[src/rtl/cpu_muldiv_unit.sv]
// Multi-cycle RV32M/RV64M multiply/divide unit with a strobe-toggle handshake.
// Optional build macro: CPU_MULDIV_EARLY_OUT_EN enables the |op1| < |op2| divide early-out.
module cpu_muldiv_unit #(
  parameter int XLEN        = 32,
  parameter int MUL_LATENCY = 2,
  parameter int DIV_BITS    = 1
) (
  input  logic            i_clock,
  input  logic            i_reset,
  input  logic            i_strobe,
  input  logic            i_abort,
  input  logic [2:0]      i_op,
  input  logic [XLEN-1:0] i_op1,
  input  logic [XLEN-1:0] i_op2,
  output logic            o_busy,
  output logic            o_strobe,
  output logic [XLEN-1:0] o_result
);

  localparam int K       = XLEN / DIV_BITS;
  localparam int CNT_MAX = (K > MUL_LATENCY) ? K : MUL_LATENCY;
  localparam int CW      = $clog2(CNT_MAX + 1);
  localparam logic [XLEN-1:0] MIN_VAL = {1'b1, {(XLEN-1){1'b0}}};

  typedef enum logic [1:0] {
    S_IDLE,
    S_MUL,
    S_DIV,
    S_FIX
  } state_t;

  state_t          state_q;
  logic            acc_strobe_q;
  logic [2:0]      op_q;
  logic [XLEN-1:0] opa_q;
  logic [XLEN-1:0] opb_q;
  logic [XLEN-1:0] dvs_q;
  logic [XLEN-1:0] quo_q;
  logic [XLEN-1:0] rem_q;
  logic            neg_quo_q;
  logic            neg_rem_q;
  logic [CW-1:0]   cnt_q;

  assign o_busy = (i_strobe != o_strobe) && !i_abort;

  // Accept-time decode: signedness, magnitudes and the divide special cases.
  logic            in_signed;
  logic            sign1;
  logic            sign2;
  logic [XLEN-1:0] mag1;
  logic [XLEN-1:0] mag2;
  logic            div_zero;
  logic            div_ovf;
  logic            early_out;

  assign in_signed = ~i_op[0];
  assign sign1     = in_signed & i_op1[XLEN-1];
  assign sign2     = in_signed & i_op2[XLEN-1];
  assign mag1      = sign1 ? -i_op1 : i_op1;
  assign mag2      = sign2 ? -i_op2 : i_op2;
  assign div_zero  = (i_op2 == '0);
  assign div_ovf   = in_signed & (i_op1 == MIN_VAL) & (i_op2 == '1);

`ifdef CPU_MULDIV_EARLY_OUT_EN
  assign early_out = ~div_zero & (mag1 < mag2);
`else
  assign early_out = 1'b0;
`endif

  // Full 2*XLEN product of the sign-extended latched operands.
  logic              mul_sa;
  logic              mul_sb;
  logic [2*XLEN-1:0] mul_a;
  logic [2*XLEN-1:0] mul_b;
  logic [2*XLEN-1:0] product;
  logic [XLEN-1:0]   mul_result;
  logic [XLEN-1:0]   fix_result;

  assign mul_sa     = (op_q == 3'd1) | (op_q == 3'd2);
  assign mul_sb     = (op_q == 3'd1);
  assign mul_a      = {{XLEN{mul_sa & opa_q[XLEN-1]}}, opa_q};
  assign mul_b      = {{XLEN{mul_sb & opb_q[XLEN-1]}}, opb_q};
  assign product    = mul_a * mul_b;
  assign mul_result = (op_q == 3'd0) ? product[XLEN-1:0] : product[2*XLEN-1:XLEN];
  assign fix_result = op_q[1] ? (neg_rem_q ? -rem_q : rem_q)
                              : (neg_quo_q ? -quo_q : quo_q);

  // One restoring-division iteration retiring DIV_BITS quotient bits.
  logic [XLEN-1:0] quo_n;
  logic [XLEN-1:0] rem_n;
  logic [XLEN:0]   trial;

  always_comb begin
    quo_n = quo_q;
    rem_n = rem_q;
    trial = '0;
    for (int i = 0; i < DIV_BITS; i++) begin
      trial = {rem_n, quo_n[XLEN-1]};
      quo_n = {quo_n[XLEN-2:0], 1'b0};
      if (trial >= {1'b0, dvs_q}) begin
        trial    = trial - {1'b0, dvs_q};
        quo_n[0] = 1'b1;
      end
      rem_n = trial[XLEN-1:0];
    end
  end

  // Divide fast paths preload quo/rem with unsigned flags and go straight to the fix cycle.
  always_ff @(posedge i_clock) begin
    if (i_reset) begin
      state_q      <= S_IDLE;
      acc_strobe_q <= 1'b0;
      o_strobe     <= 1'b0;
      o_result     <= '0;
      op_q         <= '0;
      opa_q        <= '0;
      opb_q        <= '0;
      dvs_q        <= '0;
      quo_q        <= '0;
      rem_q        <= '0;
      neg_quo_q    <= 1'b0;
      neg_rem_q    <= 1'b0;
      cnt_q        <= '0;
    end else if (i_abort) begin
      state_q      <= S_IDLE;
      acc_strobe_q <= i_strobe;
      o_strobe     <= i_strobe;
    end else begin
      case (state_q)
        S_IDLE: begin
          if (i_strobe != acc_strobe_q) begin
            acc_strobe_q <= i_strobe;
            op_q         <= i_op;
            opa_q        <= i_op1;
            opb_q        <= i_op2;
            if (!i_op[2]) begin
              state_q <= S_MUL;
              cnt_q   <= CW'(MUL_LATENCY - 1);
            end else begin
              neg_quo_q <= 1'b0;
              neg_rem_q <= 1'b0;
              if (div_zero) begin
                quo_q   <= '1;
                rem_q   <= i_op1;
                state_q <= S_FIX;
              end else if (div_ovf) begin
                quo_q   <= MIN_VAL;
                rem_q   <= '0;
                state_q <= S_FIX;
              end else if (early_out) begin
                quo_q   <= '0;
                rem_q   <= i_op1;
                state_q <= S_FIX;
              end else begin
                quo_q     <= mag1;
                rem_q     <= '0;
                dvs_q     <= mag2;
                neg_quo_q <= sign1 ^ sign2;
                neg_rem_q <= sign1;
                cnt_q     <= CW'(K);
                state_q   <= S_DIV;
              end
            end
          end
        end
        S_MUL: begin
          if (cnt_q == '0) begin
            o_result <= mul_result;
            o_strobe <= ~o_strobe;
            state_q  <= S_IDLE;
          end else begin
            cnt_q <= cnt_q - CW'(1);
          end
        end
        S_DIV: begin
          quo_q <= quo_n;
          rem_q <= rem_n;
          cnt_q <= cnt_q - CW'(1);
          if (cnt_q == CW'(1)) begin
            state_q <= S_FIX;
          end
        end
        S_FIX: begin
          o_result <= fix_result;
          o_strobe <= ~o_strobe;
          state_q  <= S_IDLE;
        end
        default: state_q <= S_IDLE;
      endcase
    end
  end

endmodule

[config.mk]
export PLATFORM = sky130hd
export DESIGN_NAME = cpu_muldiv_unit
export DESIGN_NICKNAME = d
export VERILOG_FILES = /design/src/rtl/cpu_muldiv_unit.sv
export SDC_FILE = /design/constraint.sdc
export NUM_CORES = 2
export LEC_CHECK = 0
export ABC_AREA = 1
export ABC_CLOCK_PERIOD_IN_PS = 24600
export BUFFER_PORTS_ARGS = -buffer_cell sky130_fd_sc_hd__buf_2
export CORE_AREA = 2 2 335 337
export CTS_CLUSTER_SIZE = 8
export DETAILED_ROUTE_END_ITERATION = 16
export DIE_AREA = 0 0 337 339
export GPL_TIMING_DRIVEN = 0
export PLACE_DENSITY_LB_ADDON = 0.12
export SLEW_MARGIN = 30
export SYNTH_ARGS = -nofsm -noshare
export SYNTH_HDL_FRONTEND = slang
export SYNTH_SLANG_ARGS = --single-unit
[constraint.sdc]
create_clock -name i_clock -period 24.6 [get_ports i_clock]
set_clock_uncertainty 0.2 [all_clocks]
set_input_delay 4.92 -clock i_clock [delete_from_list [all_inputs] [get_ports i_clock]]
set_output_delay 4.92 -clock i_clock [all_outputs]
set_load 0.05 [all_outputs]
[Word-level counts from Yosys, hierarchy flattened]
Cells that the tools add are included.
Word-level totals
  output and inout bits: 34
  memories kept: 0
  register bits: 207
  RAM bits: 0
  memory bits (read-only): 0
  logic and storage cells: 116
  input bits: 71
  bits in latches: 0
Operators by class
  eq/ne operators: 18
  bitwise logic cells: 13
  multiply operators: 1
  order comparisons: 1
  divide/modulo/power cells: 0
  add/subtract/negate cells: 6
  mux-type cells: 42
  reduce and logical (&&, ||, !) cells: 22
  shift-type cells: 0
Operators by type and width (count)
  32-bit two-way mux: 15
  32-bit one-hot mux with 2 select lines: 3
  32-bit negator: 4
  32-bit equality test (second input constant): 2
  33-bit by 33-bit multiplier with 64-bit output: 1
  33-bit by 32-bit greater-or-equal comparator with 1-bit output: 1
  32-bit logical NOT: 1
  32-bit subtractor: 1
  6-bit two-way mux: 5
  6-bit one-hot mux with 3 select lines: 1
  1-bit two-way mux: 12
  6-bit AND reduction: 2
  2-bit != test (second input constant): 5
  3-bit != test (second input constant): 3
  3-bit AND reduction: 3
  2-bit two-way mux: 4
  2-bit one-hot mux with 4 select lines: 1
  4-bit AND reduction: 2
  2-bit nonzero test: 4
  1-bit AND: 6
  6-bit by 1-bit equality test with 1-bit output (second input constant): 1
  6-bit logical NOT: 1
  3-bit nonzero test: 2
  6-bit by 1-bit subtractor with 6-bit output (second input constant): 1
  15 further kinds: 22

[Depth between registers and ports, before layout]
  depth in word-level cells: 8
  depth in mapped cells: 38
  depth with buffers taken out: 37

[Worst setup path after synthesis]
OpenSTA, ideal clock, no wires.
  path type: input to output
  start point: input i_abort
  end point: output o_busy
  required time: 19.480 ns
  cell stages on the path: 3
  setup slack: 13.611 ns
  arrival: 5.869 ns
  path buffers: 0
  path through: inv_1 -> o21ai_0 -> a21oi_1
On the way
  longest elaborated chain between the ends: 2
Ends and longest elaborated chain
  from (decl): RTL line 11  | input logic i_abort,
  1-bit logical NOT: RTL line 44  | assign o_busy = (i_strobe != o_strobe) && !i_abort;
  1-bit logical AND: RTL line 44
  to (decl): RTL line 15  | output logic o_busy,
Every way passes these cells.

[Worst setup path after layout]
  start point: register op_q[1]
  end point: register o_result[27]
On the way
  longest elaborated chain between the ends: 7
  elaborated cells on any way between the ends: 11
  those cells by class: mul (1); eq/ne (2); mux (4); bitwise (3); reduce/logical (1)
Ends and longest elaborated chain
  from (decl): RTL line 34  | logic [2:0] op_q;
  from (signal assigned): RTL line 133  | op_q <= i_op;
  3-bit by 1-bit equality test with 1-bit output or 3-bit by 2-bit equality test with 1-bit output (tied branches): RTL line 79, 80
  1-bit OR: RTL line 79  | assign mul_sa = (op_q == 3'd1) | (op_q == 3'd2);
  1-bit AND: RTL line 81  | assign mul_a = {{XLEN{mul_sa & opa_q[XLEN-1]}}, opa_q};
  33-bit by 33-bit multiplier with 64-bit output: RTL line 83  | assign product = mul_a * mul_b;
  32-bit two-way mux: RTL line 84  | assign mul_result = (op_q == 3'd0) ? product[XLEN-1:0] : product[2*XLEN-1:XLEN];
  32-bit two-way mux: RTL line 167  | if (cnt_q == '0) begin
  32-bit one-hot mux with 2 select lines (*): RTL line 129  | case (state_q)
  to (signal assigned): RTL line 168  | o_result <= mul_result;
  to (signal assigned): RTL line 184  | o_result <= fix_result;
  to (decl): RTL line 17  | output logic [XLEN-1:0] o_result
Mark *: on every way between the ends. The rest lies on a longest branch, timed or not. The select of a mux whose other input is x is not followed.
A chain may end at the register's enable or synchronous reset.

==> results.yml <==
routing:
  total_iterations_of_the_first_detailed_routing_run: 7
  drtIter0Drc: 6508
  drt-vias-per-instance: 5.70
  drc: 0
  wl_um: 250000
  routedWlPerCell_um: 27.3
  dr_total_vias: 52200
  drtAntennaViolNets: 0
timing:
  whs_ns: 0.263
  period_minus_slack_ns: 11.68
  setup_violations: 0
  setup_tns_ns: 0
  final.period_utilization_pct: 47.5
  finalMaxSlewViolations: 0
  tightestPinTransition_ns: 1.18
  rsz0062_at_grt: "no"
  max-slew-margin-rel_pct: 21.5
  hold_violations: 0
  fmax_mhz: 85.6
grt:
  grtUsageTotal_pct: 44.0
  vias_in_the_first_global_route: 51000
  grt_start_max_net_pins: 23
  globalRoute.totalOverflow: 0
  grt_first_pass_wirelength_um: 357000
  initial_antenna_violation_count: 22
critical_path:
  worst_path_largest_cell_delay_ns: 0.86
  critPathBufInv: 8
  cp_slowest_cell: "fa_1"
  critPathKind: "flip-flop to flip-flop"
  timing.critical_path.from_type: "flip-flop"
  r2r_start: "op_q[1]$_SDFFE_PP0P_"
  worst-endpoint-arrival_ns: 11.90
  critPathCaptureType: "flip-flop"
  worst_r2r_path_depth: 34
  crit_path_max_fanout: 11
  worst-r2r-setup-slack_ns: 12.92
  cp.required_ns: 24.81
  r2r-end: "o_result[27]$_SDFFE_PP0P_"
  cpLargestDelayFamily: "adder cells"
logic_synthesis:
  synth_sequential_area_ratio_pct: 7.56
  synth.top_cells.by_area: "fa_1 (41%), inv_1 (13%), nand2_1 (12%)"
  synthFlopType: "dfxtp_1"
  synthesis.area_um2: 54800
  postSynth.asyncResetShare_pct: 0
  synth-edff-count: 0
  post_synthesis_mean_instance_area_um2: 7.29
  synth_cell_types: 53
  synth.yosys.warnings: 0
  post-synth-top-count-cell: "inv_1"
  netlist.area_leader.share_pct: 41.1
  synth_seq_cells: 207
  synthesized_netlist_cell_count: 7517
  syn_nets: 8970
  synth_largest_area_cell: "fa_1"
  yosys-top-cells-count: "inv_1 (1,879), nand2_1 (1,789), fa_1 (1,126)"
layout:
  layout-drive-gt1-share_pct: 3.32
  nets: 9107
  fin_area_um2: 58100
  flow.area_growth_from_synthesis_pct: 5.97
clocking:
  htree_num_levels: 1
  cts_made_buffers: 29
  postCtsSetupRepairBufs: 0
  holdBufCountCts: 0
  clock_tree_from_tritoncts: "built"
  sink_count: 207
  clock_tree.buffer_depth: 3
  worst_setup_hold_path_clk_slew_ns: 0.05
  ctsRootBufferMaster: "clkbuf_16"
  insertion_delay_ns: 0.59
  cts_repair_resize_count: 0
floorplanning:
  die_area_um2: 114000
  core_um2: 110000
  die_x_um: 337
  placementRows: 122
  start_util_pct: 49.7
  num_io_pins: 105
  die_height_um: 339
worst_hold_path:
  number_of_stages_on_the_worst_hold_path: 2
  whs_endpoint: "o_result[13]$_SDFFE_PP0P_"
  worstHoldStart: "o_result[13]$_SDFFE_PP0P_"
  worst_hold_path_type: "flip-flop to flip-flop"
pwr:
  power.ir.vdd_worst_uv: 58.5
  power.static_leakage_nw: 29.8
  power_per_cell_area_nw_per_um2: 60.4
placement:
  portBuffers: 102
  dp_hpwl_um: 212000
  dpl-instance-area_um2: 57300
  routabilityCongestion: 1.07
run:
  max_cap_viol_count: 0
status:
  status: "finished clean"
-- sequential cells by signal (all words and copies together), names as in the netlist --
| name | flops |
|---|---|
| op_q | 3 |
| neg_quo_q | 1 |
| opa_q | 32 |
| opb_q | 32 |
| o_strobe | 1 |
| cnt_q | 6 |
| state_q | 2 |
| rem_q | 32 |
| acc_strobe_q | 1 |
| quo_q | 32 |
| dvs_q | 32 |
| o_result | 32 |
| neg_rem_q | 1 |
-- worst min-delay path: cells and delay by family, from the launching register on --
family | cells | cell delay [ns]
and+or+nand+nor | 1 | 0.06
DFF | 1 | 0.30
AOI/OAI and AO/OA | 1 | 0.05
-- routing by layer --
metal | routed length [µm] | track usage [%] | part of all wire [%]
met5 | 350 | 1.28 | 0.14
met4 | 13600 | 18.7 | 5.4
met2 | 100000 | 60.9 | 40
met3 | 35900 | 16.0 | 14
met1 | 99800 | 61.5 | 40
-- how the worst max path moves through the flow --
| stage | from | to | slack, ns | cells past startpoint |
|---|---|---|---|---|
| after global placement | op_q[1]$_SDFFE_PP0P_ | o_result[26]$_SDFFE_PP0P_ | 13.17 | 33 |
| final | op_q[1]$_SDFFE_PP0P_ | o_result[27]$_SDFFE_PP0P_ | 12.92 | 34 |
| after floorplan | i_abort | o_busy | 13.61 | 3 |
| after CTS | op_q[1]$_SDFFE_PP0P_ | o_result[27]$_SDFFE_PP0P_ | 13.14 | 34 |
| after global routing | op_q[1]$_SDFFE_PP0P_ | o_result[26]$_SDFFE_PP0P_ | 12.56 | 33 |
| after detailed placement | op_q[1]$_SDFFE_PP0P_ | o_result[26]$_SDFFE_PP0P_ | 13.20 | 33 |
-- placed cells by master, fill, tap and decap left out, types with 22 or more instances in the layout --
cell type  count
nor2_1       448
buf_2        109
xor2_1        76
clkbuf_16     29
clkbuf_1     298
ha_1         256
fa_1        1125
inv_1       1879
a21oi_1      377
nand3_1      339
or2_2         22
nand2_1     1789
dfxtp_1      207
o21ai_0      352
clkbuf_2      50
xnor2_1       23
nand4_1       40
nor3_1        48
-- metrics by stage --
| stage | instances | setup WS, ns | util (%) | power [W] |
|---|---|---|---|---|
| 2_1_floorplan | 7517 | 13.61 | - | 0.00187 |
| 3_3_place_gp | 9107 | 13.17 | 51.8 | 0.00299 |
| 3_5_place_dp | 9109 | 13.20 | 51.9 | 0.00299 |
| 4_1_cts | 9140 | 13.14 | 52.5 | 0.00339 |
| 5_1_grt | 9144 | 12.56 | 52.6 | 0.00367 |
| 6_report | 9156 | 12.92 | 52.6 | 0.00351 |
-- area by class of cell --
class	count	area, µm²
well taps	1488	1860
plain buffers	380	1540
clock buffers	30	729
flip-flops and latches	207	4140
fillers	11200	52300
clock inverters	1	8.76
multi-input cells	5042	42100
repair buffers	106	566
inverters	1888	7090
diodes	14	35.0
-- power by group --
| group | total (W) | internal, W | switching [W] |
|---|---|---|---|
| logic | 0.00275 | 0.000779 | 0.00197 |
| clock network | 0.000367 | 0.000206 | 0.000161 |
| registers | 0.000396 | 0.000366 | 0.0000300 |
| total | 0.00351 | 0.00135 | 0.00216 |
-- logic make-up (layout without fill, tap and decap cells) --
group / count (synthesis) / count (layout) / synth area share (%)
adder cells (fa/ha/maj): 1382 / 1382 / 47.0
buffers and inverters: 2268 / 2405 / 15.6
AO/OA/AOI/OAI: 822 / 822 / 7.93
XOR/XNOR: 99 / 99 / 1.58
flip-flops: 207 / 207 / 7.56
other: 0 / 14 / 0
AND/OR/NAND/NOR: 2739 / 2739 / 20.3
No activity file was read; power rests on OpenSTA's default activity.
